### src/rtl/fetch_queue_pkg.sv
// Shared fetch-queue configuration: default geometry and field offsets of a packed entry.
// Entry layout, MSB to LSB: {instr, pc, pc_plus4}.
package fetch_queue_pkg;

  localparam int FQ_DEPTH = 4;
  localparam int FQ_IW    = 32;
  localparam int FQ_AW    = 32;

  localparam int FQ_PC4_LSB = 0;

  function automatic int fq_pc_lsb(input int aw);
    return aw;
  endfunction

  function automatic int fq_instr_lsb(input int aw);
    return 2 * aw;
  endfunction

  function automatic int fq_entry_w(input int iw, input int aw);
    return iw + 2 * aw;
  endfunction

endpackage

### src/rtl/fetch_queue_storage.sv
// DEPTH x EW register array: one write port, one async read port, sync clear (write wins).
// Zero latency on the read port; no flow control of its own.
module fetch_queue_storage #(
  parameter int EW    = 96,
  parameter int DEPTH = 4,
  parameter int PW    = 2
) (
  input  logic          CLK,
  input  logic          RESET,
  input  logic          clr,
  input  logic          wr_vld,
  input  logic [PW-1:0] wr_addr,
  input  logic [EW-1:0] wr_dat,
  input  logic [PW-1:0] rd_addr,
  output logic [EW-1:0] rd_dat
);

  logic [EW-1:0] mem_q [DEPTH];
  logic [EW-1:0] mem_d [DEPTH];

  always_comb begin
    for (int i = 0; i < DEPTH; i++) begin
      mem_d[i] = clr ? '0 : mem_q[i];
    end
    if (wr_vld) begin
      mem_d[wr_addr] = wr_dat;
    end
  end

  always_ff @(posedge CLK or negedge RESET) begin
    if (!RESET) begin
      for (int i = 0; i < DEPTH; i++) begin
        mem_q[i] <= '0;
      end
    end else begin
      for (int i = 0; i < DEPTH; i++) begin
        mem_q[i] <= mem_d[i];
      end
    end
  end

  assign rd_dat = mem_q[rd_addr];

endmodule

### src/rtl/fetch_queue.sv
// IF->ID instruction queue (circular buffer); 1-cycle write-to-read latency, no IN->OUT comb path.
// Backpressure: IN_READY = COUNT<DEPTH (or FLUSH); a same-cycle pop never frees a slot for a push.
module fetch_queue
  import fetch_queue_pkg::*;
#(
  parameter int IW    = FQ_IW,
  parameter int AW    = FQ_AW,
  parameter int DEPTH = FQ_DEPTH
) (
  input  logic                       CLK,
  input  logic                       RESET,
  input  logic                       FLUSH,
  input  logic                       IN_VALID,
  output logic                       IN_READY,
  input  logic [IW-1:0]              IN_INSTR,
  input  logic [AW-1:0]              IN_PC,
  input  logic [AW-1:0]              IN_PC_PLUS4,
  output logic                       OUT_VALID,
  input  logic                       OUT_READY,
  output logic [IW-1:0]              OUT_INSTR,
  output logic [AW-1:0]              OUT_PC,
  output logic [AW-1:0]              OUT_PC_PLUS4,
  output logic [$clog2(DEPTH+1)-1:0] COUNT
);

  localparam int PW        = $clog2(DEPTH);
  localparam int CW        = $clog2(DEPTH + 1);
  localparam int EW        = fq_entry_w(IW, AW);
  localparam int PC_LSB    = fq_pc_lsb(AW);
  localparam int INSTR_LSB = fq_instr_lsb(AW);
  localparam logic [CW-1:0] FULL_CNT = CW'(DEPTH);

  logic [PW-1:0] head_q, head_d;
  logic [PW-1:0] tail_q, tail_d;
  logic [CW-1:0] count_q, count_d;

  logic          push;
  logic          pop;
  logic [PW-1:0] wr_addr;
  logic [EW-1:0] wr_dat;
  logic [EW-1:0] rd_dat;

  // FLUSH forces readiness so the redirect target is always captured.
  assign IN_READY  = FLUSH | (count_q != FULL_CNT);
  assign OUT_VALID = (count_q != '0);
  assign COUNT     = count_q;

  assign push    = IN_VALID & IN_READY;
  assign pop     = OUT_VALID & OUT_READY & ~FLUSH;
  assign wr_addr = FLUSH ? '0 : tail_q;
  assign wr_dat  = {IN_INSTR, IN_PC, IN_PC_PLUS4};

  always_comb begin
    head_d  = head_q;
    tail_d  = tail_q;
    count_d = count_q;
    if (FLUSH) begin
      head_d  = '0;
      tail_d  = push ? PW'(1) : '0;
      count_d = push ? CW'(1) : '0;
    end else begin
      if (push) begin
        tail_d = tail_q + PW'(1);
      end
      if (pop) begin
        head_d = head_q + PW'(1);
      end
      case ({push, pop})
        2'b10:   count_d = count_q + CW'(1);
        2'b01:   count_d = count_q - CW'(1);
        default: count_d = count_q;
      endcase
    end
  end

  always_ff @(posedge CLK or negedge RESET) begin
    if (!RESET) begin
      head_q  <= '0;
      tail_q  <= '0;
      count_q <= '0;
    end else begin
      head_q  <= head_d;
      tail_q  <= tail_d;
      count_q <= count_d;
    end
  end

  fetch_queue_storage #(
    .EW    (EW),
    .DEPTH (DEPTH),
    .PW    (PW)
  ) u_storage (
    .CLK     (CLK),
    .RESET   (RESET),
    .clr     (FLUSH),
    .wr_vld  (push),
    .wr_addr (wr_addr),
    .wr_dat  (wr_dat),
    .rd_addr (head_q),
    .rd_dat  (rd_dat)
  );

  assign OUT_INSTR    = OUT_VALID ? rd_dat[INSTR_LSB +: IW] : '0;
  assign OUT_PC       = OUT_VALID ? rd_dat[PC_LSB +: AW] : '0;
  assign OUT_PC_PLUS4 = OUT_VALID ? rd_dat[FQ_PC4_LSB +: AW] : '0;

endmodule
### config.mk
export PLATFORM = sky130hd
export DESIGN_NAME = fetch_queue
export DESIGN_NICKNAME = d
export VERILOG_FILES = /design/src/rtl/fetch_queue_pkg.sv /design/src/rtl/fetch_queue_storage.sv /design/src/rtl/fetch_queue.sv
export SDC_FILE = /design/constraint.sdc
export NUM_CORES = 1
export LEC_CHECK = 0
export BUFFER_PORTS_ARGS = -buffer_cell sky130_fd_sc_hd__buf_2
export CAP_MARGIN = 20
export CORE_MARGIN = 4
export CORE_UTILIZATION = 50
export DETAILED_ROUTE_END_ITERATION = 10
export HOLD_SLACK_MARGIN = 0.08
export PLACE_DENSITY = 0.78
export SLEW_MARGIN = 20
export SYNTH_ARGS = -nofsm -noshare
export SYNTH_HDL_FRONTEND = slang
export SYNTH_SLANG_ARGS = --single-unit
### constraint.sdc
create_clock -name CLK -period 2.1 [get_ports CLK]
set_input_delay 0.21 -clock CLK [delete_from_list [all_inputs] [get_ports CLK]]
set_output_delay 0.21 -clock CLK [all_outputs]
set_load 0.02 [all_outputs]
[After elaboration in Yosys (flattened, before gate mapping)]
Cells that the tools add are included.
Widths: inputs -> output; s select.
Word-level totals
  output and inout bits: 101
  bits in registers: 391
  input port bits: 101
  logic and storage cells: 52
Cells by class
  add/sub/neg operators: 4
  reduce and logical (&&, ||, !) cells: 5
  bitwise logic cells: 7
  order comparisons: 3
  equality and inequality tests: 3
  mux-type cells: 23
Operators by type and width (count)
  $mux 96: 7
  $bwmux 384: 1
  $mux 384: 1
  $bmux 96 s2: 1
  $demux 96 s2: 1
  $mux 32: 3
  $mux 2: 5
  $ge 3x3->1 const B: 2
  $not 2->3: 2
  $pmux 3 s2: 1
  $reduce_bool 3->1: 2
  $add 2x1->2 const B: 2
  $reduce_bool 2->1: 2
  $add 3x1->3 const B: 1
  $and 1x1->1: 3
  $lt 3x1->1 const B: 1
  $mux 3: 1
  $ne 3x3->1 const B: 1
  $sub 3x1->3 const B: 1
  $eq 2x1->1 const B: 1
  $eq 2x2->1 const B: 1
  $mux 1: 2
  $logic_and 1x1->1: 1
  $not 1->1: 1
  $or 1x1->1: 1

[Depth between registers and ports, before layout]
  depth after elaboration: 8
  mapped depth: 9

[By module]
From an unflattened synthesis, not the netlist that was laid out.
Unflattened totals
  cells, all modules: 1511
  area total of the unflattened synthesis: 20115.5 um^2
Modules (own cells, without submodules)
  fetch_queue_storage: seq. area each 9609.2 um^2, area an instance 19023.2 um^2, instances 1, cells each 1357
  fetch_queue: seq. area each 175.2 um^2, area an instance 1092.3 um^2, instances 1, cells each 154

[Worst setup path before layout]
Ideal clock, no wire load.
  path kind: register to register
  start point: register count_q[0] (netlist: COUNT[0])
  end point: register count_q[2] (netlist: COUNT[2])
  slack: -0.221 ns
  clock period less this slack: 2.321 ns
  setup time: 0.078 ns
  arrival: 2.243 ns
  buffers on the path: 0
  stages on the path, launching flop included: 7
  cells stage by stage: dfrtp_1 > o31ai_1 > a211oi_1 > fa_1 > a211o_1 > a21o_1 > a21oi_1
Between the ends
  cells in the longest elaborated chain, start to end: 6
  elaborated cells on any way between the ends: 13
Ends and longest elaborated chain
  start: declaration: RTL line fetch_queue.sv:35  | logic [CW-1:0] count_q, count_d;
  start signal: assignment: RTL line fetch_queue.sv:84  | count_q <= count_d;
  $ne 3x3->1 or $reduce_bool 3->1 (tied branches): RTL line fetch_queue.sv:44, fetch_queue.sv:45
  $or 1x1->1 or $and 1x1->1 (tied branches): RTL line fetch_queue.sv:44, fetch_queue.sv:49
  $and 1x1->1 (on tied branches): RTL line fetch_queue.sv:48, fetch_queue.sv:49
  $eq 2x1->1 or $eq 2x2->1 (tied branches): RTL line fetch_queue.sv:68  | case ({push, pop})
  $pmux 3 s2: RTL line fetch_queue.sv:68
  $mux 3: RTL line fetch_queue.sv:57  | if (FLUSH) begin
Parallel ways exist; a longest one is shown, timed or not.
A chain may end at the register's enable or synchronous reset.

[Worst setup path after layout]
  start point: register head_q[0]
  end point: output port OUT_PC[28]
Between the ends
  cells in the longest elaborated chain, start to end: 5
Ends and longest elaborated chain
  start: declaration: RTL line fetch_queue.sv:33  | logic [PW-1:0] head_q, head_d;
  start signal: assignment: RTL line fetch_queue.sv:78  | head_q <= '0;
  start signal: assignment: RTL line fetch_queue.sv:82  | head_q <= head_d;
  $not 2->3 (not written as such): RTL line fetch_queue_storage.sv:42  | assign rd_dat = mem_q[rd_addr];
  $bmux 96 s2: RTL line fetch_queue_storage.sv:42
  $mux 96 (not written as such) (2 in series): RTL line fetch_queue_storage.sv:42
  $mux 32: RTL line fetch_queue.sv:104  | assign OUT_PC = OUT_VALID ? rd_dat[PC_LSB +: AW] : '0;
  end: declaration: RTL line fetch_queue.sv:21  | output logic [AW-1:0] OUT_PC,
No other way between the ends. The select of a mux whose other input is x is not followed.

==> summary.txt <==
Run status
  – Status: finished, violations left
  – Violated checks: negative setup slack

STA
  – Post-layout worst setup margin: -0.357 ns
  – Final Skew: 0.0136 ns
  – Max Clock Freq: 407 MHz
  – Final hold vios: 0
  – Worst Tran Pin Value: 0.644 ns
  – Rel. slew slack: 0.571
  – Fin crit share: 1.17
  – Setup tns final: -27.22 ns
  – Max Slew Vio Count: 0
  – Minimum clock period: 2.46 ns
  – Endpoints failing setup: 97
  – RSZ-0062 raised after global routing: true

Global routing
  – Vias in the first global route: 16300
  – Pin count of the biggest net entering global routing: 147
  – Global-route wire length before repair: 88200 um
  – GRT Overall Usage: 0.266
  – Initial antenna violation count: 0
  – Global route overflow: 0

Logic synthesis
  – Synth Net Count: 2037
  – Syn Inst Count: 1935
  – Synth Register Bits: 391
  – Dominant synthesized flop cell: dfrtp_1
  – Post-Syn Area: 18900 sq um
  – EDFF count, synth: 0
  – Post-synth ARST share: 1.00
  – Mapped Avg Cell Area: 9.79 sq um
  – Unique masters post-synth: 36
  – Seq/Total Area, Yosys: 0.516
  – Ys Warns: 0

Finish
  – Non-filler cells, final: 2753
  – Ant. Diodes: 0
  – Fin nets: 2315
  – Commonest non-fill, non-tap cell in the layout: nand2_1
  – Layout cell share with drive strength beyond 1: 0.226
  – Most frequent cells in the layout: 674 x nand2_1, 386 x dfrtp_1, 192 x a21oi_1
  – FILL cells: 2892
  – Area grow syn2layout: 26.8%

Routing
  – Residual DRC count: 0
  – Iteration-0 DRC Markers: 1708
  – DRT antenna net count: 0
  – Vias per cell: 5.74
  – Via count: 15800
  – Initial DRT Pass Iterations: 6
  – Total wire length: 56600 um
  – Post-DR wirelength/cell: 20.6 um

Clock tree
  – CTS Buffer Depth: 3
  – Total CTS buffers: 42
  – H-tree depth: 2
  – Clk sinks: 391
  – CTS tree: built
  – Worst-Skew Late Latency: 0.57 ns
  – Reg clk slew, reported paths: 0.06 ns
  – Root buf cell: clkbuf_16

Placed design
  – Routability congestion estimate: 0.790
  – Port bufs: 201
  – DP HPWL: 30100 um
  – Placed Cells: 2546

Floorplan
  – Die footprint: 41100 sq um
  – Row count: 71
  – Die Y-Extent: 203 um
  – Die W: 203 um
  – I/O Pins: 202
  – Initial Utilization: 0.505
  – Core region area: 37500 sq um

Critical path
  – Reg-to-reg slack, setup: -0.04 ns
  – Reg2Reg Depth: 8
  – RR Startpoint: COUNT[1]$_DFFE_PN0P_
  – Maximum net fanout on the critical path: 9
  – Critical Path Sink: OUT_PC[28]
  – Worst Setup End Kind: primary output
  – Worst setup SP type: flop
  – WP data required: 1.89 ns
  – RR Endpoint: u_storage.mem_q[190]$_DFF_PN0_
  – Worst EP arrival: 2.25 ns
  – Setup crit start: head_q[0]$_DFFE_PN0P_
  – Crit Path Category: reg -> out

Min path
  – Hold Path Class: in -> async

Power
  – Leakage: 10.7 nW
  – Max rail drop VDD: 825 uV
  – Pwr dens: 1040 nW/um^2

Job
  – Max-cap violations: 0
-- registers in the layout, indices dropped and copies added (netlist names) --
register and cells:
COUNT 3, head_q 2, tail_q 2, u_storage.mem_q 384
-- how the worst min path moves through the flow --
stage,startpoint,endpoint,slack [ns],depth (start not counted)
finish,RESET,u_storage.mem_q[354]$_DFF_PN0_,0.17,2
global route,IN_VALID,COUNT[0]$_DFFE_PN0P_,0.21,3
CTS,IN_VALID,tail_q[1]$_DFFE_PN0P_,0.12,4
detailed placement,RESET,u_storage.mem_q[354]$_DFF_PN0_,0.20,1
global placement,RESET,u_storage.mem_q[354]$_DFF_PN0_,0.20,1
floorplan,RESET,COUNT[0]$_DFFE_PN0P_,-0.09,0
-- logic make-up after synthesis --
family | share of synthesized area
AND/OR/NAND/NOR | 0.243
flip-flops | 0.516
AO/OA/AOI/OAI | 0.0784
buffers and inverters | 0.0430
multiplexers | 0.115
XOR/XNOR | 0.00324
adder cells (fa/ha/maj) | 0.00106
-- critical path, stage by stage, from the launching register on --
cell and delay, ns:
dfrtp_4 0.45, buf_12 0.19, clkbuf_16 0.18, mux4_2 0.50
and2_1 0.20, buf_2 0.17
-- synth_stat cells (all sizes together), types with 2 or more instances --
master / n / area (sq um)
xor2: 4 / 35.0
nand3: 4 / 25.0
clkbuf: 98 / 368
mux4: 96 / 2160
nor2: 4 / 15.0
o21ai: 96 / 480
nand2: 674 / 2530
nand2b: 98 / 613
buf: 64 / 440
nand4: 2 / 18.8
nand3b: 96 / 721
dfrtp: 391 / 9780
a21oi: 193 / 966
or3: 2 / 12.5
and2: 96 / 601
xnor2: 3 / 26.3
-- layout make-up --
| type | instances | area, sq um | share of cell area |
|---|---|---|---|
| clock buffers | 61 | 1230 | 0.0513 |
| clock inverters | 12 | 164 | 0.00682 |
| flip-flops and latches | 391 | 9800 | 0.408 |
| inverters | 1 | 6.26 | 0.000260 |
| repair buffers | 394 | 3660 | 0.153 |
| well taps | 511 | 639 | 0.0266 |
| multi-input cells | 1383 | 8520 | 0.355 |
-- per-layer routing --
layer  global-route usage  vias up  wire length (um)
met5                    0        -                 0
met4               0.0851        0              1310
met3               0.0444      109              4690
met2                0.424      758             27100
met1                0.380     7950             23500
li1                     -     6995                 -
-- through the flow --
stage	cell area [sq um]	total power, mW	utilization	worst slack [ns]	hold WS (ns)
final	24000	25.0	0.641	-0.357	0.175
after global routing	24000	26.0	0.641	-0.388	0.215
after CTS	23600	24.4	0.630	-0.350	0.116
after detailed placement	20800	15.9	0.554	0.0835	0.195
after global placement	20800	15.8	0.554	0.159	0.204
after floorplan	19000	13.2	-	0.00472	-0.0856
-- repair_timing --
| action | CTS | global route |
|---|---|---|
| cloned | 6 | 7 |
| gates resized for setup | 43 | 68 |
| endpoints found under the setup margin | 97 | 150 |
| buffers inserted | 14 | 8 |
| pin swaps | 2 | 4 |
| hold endpoints to repair | 563 | 0 |
| hold buffers | 99 | 0 |
-- power by group --
group / leakage, nW / internal (mW) / total, mW / switching [mW]
Combinational: 4.70 / 4.08 / 8.74 / 4.66
Sequential: 5.30 / 8.23 / 8.67 / 0.434
Clock: 0.694 / 4.55 / 7.61 / 3.06
Total: 10.7 / 16.9 / 25.0 / 8.15
(Power assumes the default switching activity.)
